## src/rtl/mem_port_arbiter.sv

```systemverilog
// Arbiter sharing one memory port between fetch (IF) and data (DM) stages.
// One transaction in flight, fixed latency, DM priority with IF starvation guard.
module mem_port_arbiter #(
  parameter int ADDR_W     = 10,
  parameter int DATA_W     = 32,
  parameter int MEM_LAT    = 2,
  parameter int STARVE_MAX = 3
) (
  input  logic              clk,
  input  logic              rst,
  input  logic              if_req,
  input  logic [ADDR_W-1:0] if_addr,
  input  logic              if_flush,
  output logic              if_done,
  output logic [DATA_W-1:0] if_rdata,
  input  logic              dm_req,
  input  logic              dm_we,
  input  logic [ADDR_W-1:0] dm_addr,
  input  logic [DATA_W-1:0] dm_wdata,
  output logic              dm_done,
  output logic [DATA_W-1:0] dm_rdata,
  output logic              mem_en,
  output logic              mem_we,
  output logic [ADDR_W-1:0] mem_addr,
  output logic [DATA_W-1:0] mem_wdata,
  input  logic [DATA_W-1:0] mem_rdata,
  output logic              stall_if,
  output logic              stall_mem
);

  typedef enum logic [1:0] {IDLE, BUSY, DONE} state_t;

  localparam logic [3:0] LAT_M1 = 4'(MEM_LAT - 1);
  localparam logic [3:0] S_MAX  = 4'(STARVE_MAX);

  state_t            state;
  logic [3:0]        cnt;
  logic [3:0]        starve;
  logic              owner_dm;
  logic              owner_we;
  logic              killed;
  logic [DATA_W-1:0] if_q;
  logic [DATA_W-1:0] dm_q;

  logic if_cand;
  logic grant;
  logic pick_if;
  logic dm_win;

  // A flushed fetch does not compete for the port this cycle.
  assign if_cand = if_req & ~if_flush;
  assign grant   = ~rst & (state == IDLE) & (if_cand | dm_req);
  assign pick_if = if_cand & (~dm_req | (starve == S_MAX));
  assign dm_win  = grant & ~pick_if;

  assign mem_en    = grant;
  assign mem_we    = dm_win & dm_we;
  assign mem_addr  = !grant ? '0 : (pick_if ? if_addr : dm_addr);
  assign mem_wdata = dm_win ? dm_wdata : '0;

  assign if_done = ~rst & (state == DONE) & ~owner_dm
                 & ~killed & ~if_flush;
  assign dm_done = ~rst & (state == DONE) & owner_dm;

  assign if_rdata = if_done ? mem_rdata : if_q;
  assign dm_rdata = (dm_done & ~owner_we) ? mem_rdata : dm_q;

  assign stall_if  = ~rst & if_req & ~if_done;
  assign stall_mem = ~rst & dm_req & ~dm_done;

  always_ff @(posedge clk) begin
    if (rst) begin
      state    <= IDLE;
      cnt      <= '0;
      starve   <= '0;
      owner_dm <= 1'b0;
      owner_we <= 1'b0;
      killed   <= 1'b0;
      if_q     <= '0;
      dm_q     <= '0;
    end else begin
      unique case (state)
        IDLE: begin
          if (grant) begin
            owner_dm <= ~pick_if;
            owner_we <= dm_win & dm_we;
            killed   <= 1'b0;
            cnt      <= LAT_M1;
            state    <= (MEM_LAT == 1) ? DONE : BUSY;
          end
          if (grant && pick_if)
            starve <= '0;
          else if (!if_req)
            starve <= '0;
          else if (dm_win && if_cand && starve != S_MAX)
            starve <= starve + 4'd1;
        end
        BUSY: begin
          cnt <= cnt - 4'd1;
          if (cnt == 4'd1)
            state <= DONE;
          if (!owner_dm && if_flush)
            killed <= 1'b1;
        end
        DONE: begin
          state <= IDLE;
          if (if_done)
            if_q <= mem_rdata;
          if (dm_done && !owner_we)
            dm_q <= mem_rdata;
        end
        default: state <= IDLE;
      endcase
    end
  end

endmodule

```

## config.mk

```make
export PLATFORM = sky130hd
export DESIGN_NAME = mem_port_arbiter
export DESIGN_NICKNAME = d
export VERILOG_FILES = /design/src/rtl/mem_port_arbiter.sv
export SDC_FILE = /design/constraint.sdc
export NUM_CORES = 1
export LEC_CHECK = 0
export BUFFER_PORTS_ARGS = -buffer_cell sky130_fd_sc_hd__buf_2
export CAP_MARGIN = 10
export CORE_MARGIN = 1
export CORE_UTILIZATION = 40
export DETAILED_ROUTE_END_ITERATION = 7
export MAX_ROUTING_LAYER = met4
export PLACE_DENSITY = 0.82
export RECOVER_POWER = 25
export REMOVE_ABC_BUFFERS = 1
export SYNTH_ARGS = -nofsm -noshare
export SYNTH_HDL_FRONTEND = slang
export SYNTH_SLANG_ARGS = --single-unit
```

## constraint.sdc

```tcl
create_clock -name clk -period 1.8 [get_ports clk]
set_clock_uncertainty 0.2 [all_clocks]
set_input_delay 0.36 -clock clk [delete_from_list [all_inputs] [get_ports clk]]
set_output_delay 0.36 -clock clk [all_outputs]
set_load 0.02 [all_outputs]
```

**After elaboration in Yosys (flattened, before gate mapping)**

Cells that the tools add are included.

- Add/subtract/negate cells: 2
- Equality and inequality tests: 9
- Multiplexer cells: 16
- Bitwise gates (word level): 27
- Reduce and logical (&&, ||, !) cells: 15

Operator list:

| operator | number |
|---|---|
| two-way mux 32 bit | 3 |
| two-way mux 10 bit | 2 |
| AND 1 bit | 16 |
| two-way mux 4 bit | 4 |
| AND reduction 2 bit | 5 |
| inverter 1 bit | 9 |
| one-hot mux 4 bit (2 select lines) | 1 |
| != test 2 bit, second input constant | 3 |
| logical AND 1 bit | 5 |
| adder 4 x 1 -> 4 bit, second input constant | 1 |
| == test 4 x 1 -> 1 bit, second input constant | 1 |
| == test 4 x 2 -> 1 bit, second input constant | 1 |
| two-way mux 2 bit | 2 |
| != test 4 x 2 -> 1 bit, second input constant | 1 |
| one-hot mux 2 bit (2 select lines) | 1 |
| subtractor 4 x 1 -> 4 bit, second input constant | 1 |
| != test 3 x 1 -> 1 bit, second input constant | 1 |
| AND reduction 3 bit | 1 |
| == test 2 x 1 -> 1 bit, second input constant | 1 |
| == test 2 bit, second input constant | 1 |
| zero test 1 bit | 2 |
| zero test 2 bit | 1 |
| two-way mux 1 bit | 2 |
| bitwise OR 1 bit | 2 |
| 2 further kinds | 2 |

- Register bits: 77
- Input port bits: 90
- Output and inout port bits: 112
- Word-level logic and storage cells: 77

**Longest topological paths before layout**

- Depth after elaboration: 10
- Depth in mapped cells: 6
- Mapped depth without buffers: 6

**Worst setup path before layout**

OpenSTA, ideal clock, no wires.

- Kind: register to output
- From: register starve[0]
- To: output mem_addr[0]
- Arrival time: 1552 ps
- Setup slack: -312 ps
- Stages on the path, launching flop included: 7
- Buffers on the path: 1
- Path through: dfxtp_1 > ha_1 > or3b_1 > a21oi_1 > buf_4 > mux2i_1 > nor2_1

- Cells in the longest elaborated chain, start to end: 5

RTL lines:

| item | RTL line | source |
|---|---|---|
| start, declared | 38 | `logic [3:0] starve;` |
| start signal, assigned | 96 | `starve <= starve + 4'd1;` |
| == test 4 x 2 -> 1 bit | 53 | `assign pick_if = if_cand & (~dm_req \| (starve == S_MAX));` |
| bitwise OR 1 bit | 53 |  |
| AND 1 bit | 53 |  |
| two-way mux 10 bit (2 in series) | 58 | `assign mem_addr = !grant ? '0 : (pick_if ? if_addr : dm_addr);` |
| end, declared | 24 | `output logic [ADDR_W-1:0] mem_addr,` |

Every way passes these cells.

**Final worst setup path**

- From: register state[0]
- To: output dm_rdata[15]

- Cells in the longest elaborated chain, start to end: 5

RTL lines:

| item | RTL line | source |
|---|---|---|
| start, declared | 36 | `state_t state;` |
| start signal, assigned | 89 | `state <= (MEM_LAT == 1) ? DONE : BUSY;` |
| == test 2 bit | 63 | `assign dm_done = ~rst & (state == DONE) & owner_dm;` |
| AND 1 bit (2 in series) | 63 |  |
| AND 1 bit | 66 | `assign dm_rdata = (dm_done & ~owner_we) ? mem_rdata : dm_q;` |
| two-way mux 32 bit | 66 |  |
| end, declared | 21 | `output logic [DATA_W-1:0] dm_rdata,` |

Every way passes these cells.

==> run summary <==
Status -> complete, but fails checks
Failing checks -> DRC, setup timing
1st-pass router iterations -> 7
Post-DP HPWL -> 8070 µm
Pleak -> 3.71 nW
CP Capture Type -> output port
Highest Clock Rate -> 0.374 GHz
Worst-path fanout max -> 7
Detail Route Antenna Nets -> 0
Wire per inst -> 23.2 µm
Final nets -> 800
Post-synthesis cell type count -> 41
Storage cell area -> 0.00155 mm²
Share of layout cells above drive strength 1 -> 0.761
Final setup vio count -> 176
Die height -> 97.8 µm
Overall Power -> 4.28 mW
Slew headroom -> 0.246
Number of global-route vias before repair -> 4351
GRT Residual Overflow -> 0
Final wirelength -> 19100 µm
CORE AREA -> 0.00881 mm²
Min-Delay Path Class -> in2reg
DRC viols -> 22
Routed vias -> 4534
Die W -> 97.8 µm
Design Area, Final -> 0.00775 mm²
Sequential cell area fraction in the yosys report -> 0.420
CTS tree -> built
Total power divided by cell area -> 552 mW/mm²
First-pass GRT wire length -> 21600 µm
Crit share post-route -> 1.48
Clock slew at reported path FFs -> 0.09 ns
Crit Path Category -> reg2out
Peak VDD IR -> 0.507 mV
Synth top area share -> 0.420
GPL Wtd Cong -> 0.894
Final Hold Vio Count -> 0
Mapped Cells -> 419
Average via count per standard cell -> 5.52
CTS max path bufs -> 2
Initial antenna violation count -> 2
Initial drt markers -> 180
H-Tree Depth -> 3
Area grow syn2layout -> 111%
Critical path arrival -> 2.11 ns
Final Core Density -> 0.881
Syn avg cell area -> 8.77 µm²
Largest net degree at the start of global routing -> 55
RSZ-0062 raised after global routing -> true
Pre-CTS WS -> -0.453 ns
FP Rows -> 34
Yosys reg bits -> 77
CP required -> 1.24 ns
Netlist Area Pre-Place -> 0.00367 mm²
Total of max-cap violations -> 0
Cell taking the most area after synthesis -> dfxtp_1
Slew @ Worst Pin -> 1.13 ns
Port Buffers -> 201
DP Area -> 0.00515 mm²
FILL cells -> 376
Total global routing track utilization -> 0.301
Setup ws final -> -0.871 ns
Die area -> 0.00957 mm²
Clk root buf -> clkbuf_8
Multi-input gate area -> 0.00308 mm²
Ys Warns -> 0
Ports -> 202
Critical Path Start Type -> flip-flop
Post-layout min period -> 2.67 ns
CTS Sinks -> 77
Final Max Tran Viols -> 0
TNS Setup -> -91.16 ns
Initial core utilization -> 0.417
Top cells by area, synth -> dfxtp_1 (42%), mux2_4 (12%), nand2_1 (10%), and2_1 (6.0%), nor2b_1 (5.8%)
Clk Latency, worst-skew pair -> 0.34 ns
CTS buffer count -> 9
==> per-stage QoR <==
step	hold slack, ns	cells
2_1_floorplan	0.229	395
3_3_place_gp	0.250	762
3_5_place_dp	0.257	762
4_1_cts	0.0684	811
5_1_grt	0.100	822
6_report	0.104	822
==> cell usage after synthesis <==
cell type  number
a21o_1          3
a21oi_1        35
a22o_1          1
a22oi_1         1
a32o_1          1
and2_1         35
and3_1          2
and4b_1         1
and4bb_2        1
buf_1           1
buf_2           3
buf_4           4
buf_6           3
clkbuf_1       11
clkbuf_2        2
dfxtp_1        77
ha_1            3
inv_1           6
mux2_2          4
mux2_4         29
mux2i_1        10
nand2_1       102
nand2b_1        3
nand3_1         2
nand3_4         1
nand4_1         1
nand4b_1        1
nor2_1         21
nor2_2          1
nor2b_1        34
nor3_1          2
nor3_2          1
nor3b_1         3
nor4_1          3
nor4b_1         2
o21a_1          1
o21ai_0         4
o31ai_1         1
or2_2           1
or3b_1          1
xor2_1          1
==> critical path, cell delays in order, from the launching register on <==
cell	delay [ns]
dfxtp_1	0.32
clkbuf_2	0.14
nor2_4	0.17
buf_6	0.13
and4b_4	0.29
buf_12	0.12
buf_12	0.11
buf_16	0.17
nand2_4	0.09
nand2_2	0.10
buf_6	0.12
==> logic make-up (layout without fill, tap and decap cells) <==
group	Yosys count	count (layout)	share of synthesized area
xor+xnor	1	1	0.00238
other cells	0	2	0
buf+inv	30	317	0.0426
fa+ha+maj	3	3	0.0102
compound gates	47	47	0.0705
mux	43	43	0.158
simple gates	218	224	0.297
flops	77	77	0.420
==> power breakdown <==
| part | switching [mW] | internal, mW |
|---|---|---|
| clock network | 0.718 | 0.735 |
| logic | 0.556 | 0.502 |
| registers | 0.0334 | 1.74 |
| total | 1.31 | 2.98 |
==> state kept, by name, indices dropped and copies added, names as in the netlist <==
signal / count
dm_q: 32
if_q: 32
cnt: 4
starve: 4
state: 2
killed: 1
owner_dm: 1
owner_we: 1
==> repair_timing <==
action | CTS | global route
hold buffers | 0 | 0
gates resized for setup | 284 | 266
setup endpoints to repair | 113 | 176
gates cloned | 13 | 3
pin swaps | 49 | 108
buffers inserted | 22 | 32
==> cell type report <==
type,count,area share
antenna,2,0.000645
clock buffer,11,0.0195
clock inverter,5,0.00855
inverter,6,0.00355
multi-input combinational,318,0.397
sequential,77,0.199
tap,108,0.0174
timing repair buffer,295,0.354
==> final timing paths <==
check                      end           from  depth (start not counted)  slack (ns)
setup / recovery  dm_rdata[15]       state[0]                         10       -0.87
hold reg to reg       dm_q[18]       dm_q[18]                          2        0.29
hold / removal        dm_q[28]  mem_rdata[28]                          3        0.10
setup reg to reg       if_q[3]         killed                          6       -0.31
==> layout by cell type, fill, tap and decap left out, drive strengths merged, types with 3 or more instances in the layout <==
master / synthesis / final
o21ai: 4 / 4
nor2b: 34 / 34
ha: 3 / 3
mux2i: 10 / 10
a21oi: 35 / 35
a21o: 3 / 3
buf: 11 / 291
clkbuf: 13 / 15
nand2b: 3 / 3
and2: 35 / 35
nand2: 102 / 102
dfxtp: 77 / 77
nor4: 3 / 3
nor3: 3 / 3
mux2: 33 / 33
nor3b: 3 / 3
nor2: 22 / 22
and4bb: 1 / 6
inv: 6 / 8
nand3: 3 / 3
==> layer usage <==
layer  global-route usage  vias up  share of wire
met4                0.107        0          0.073
met2                0.572      281           0.53
met1                0.303     2154           0.33
met5                    -        -              0
li1                     -     1975              -
met3               0.0587      124          0.067
(Power assumes the default switching activity.)
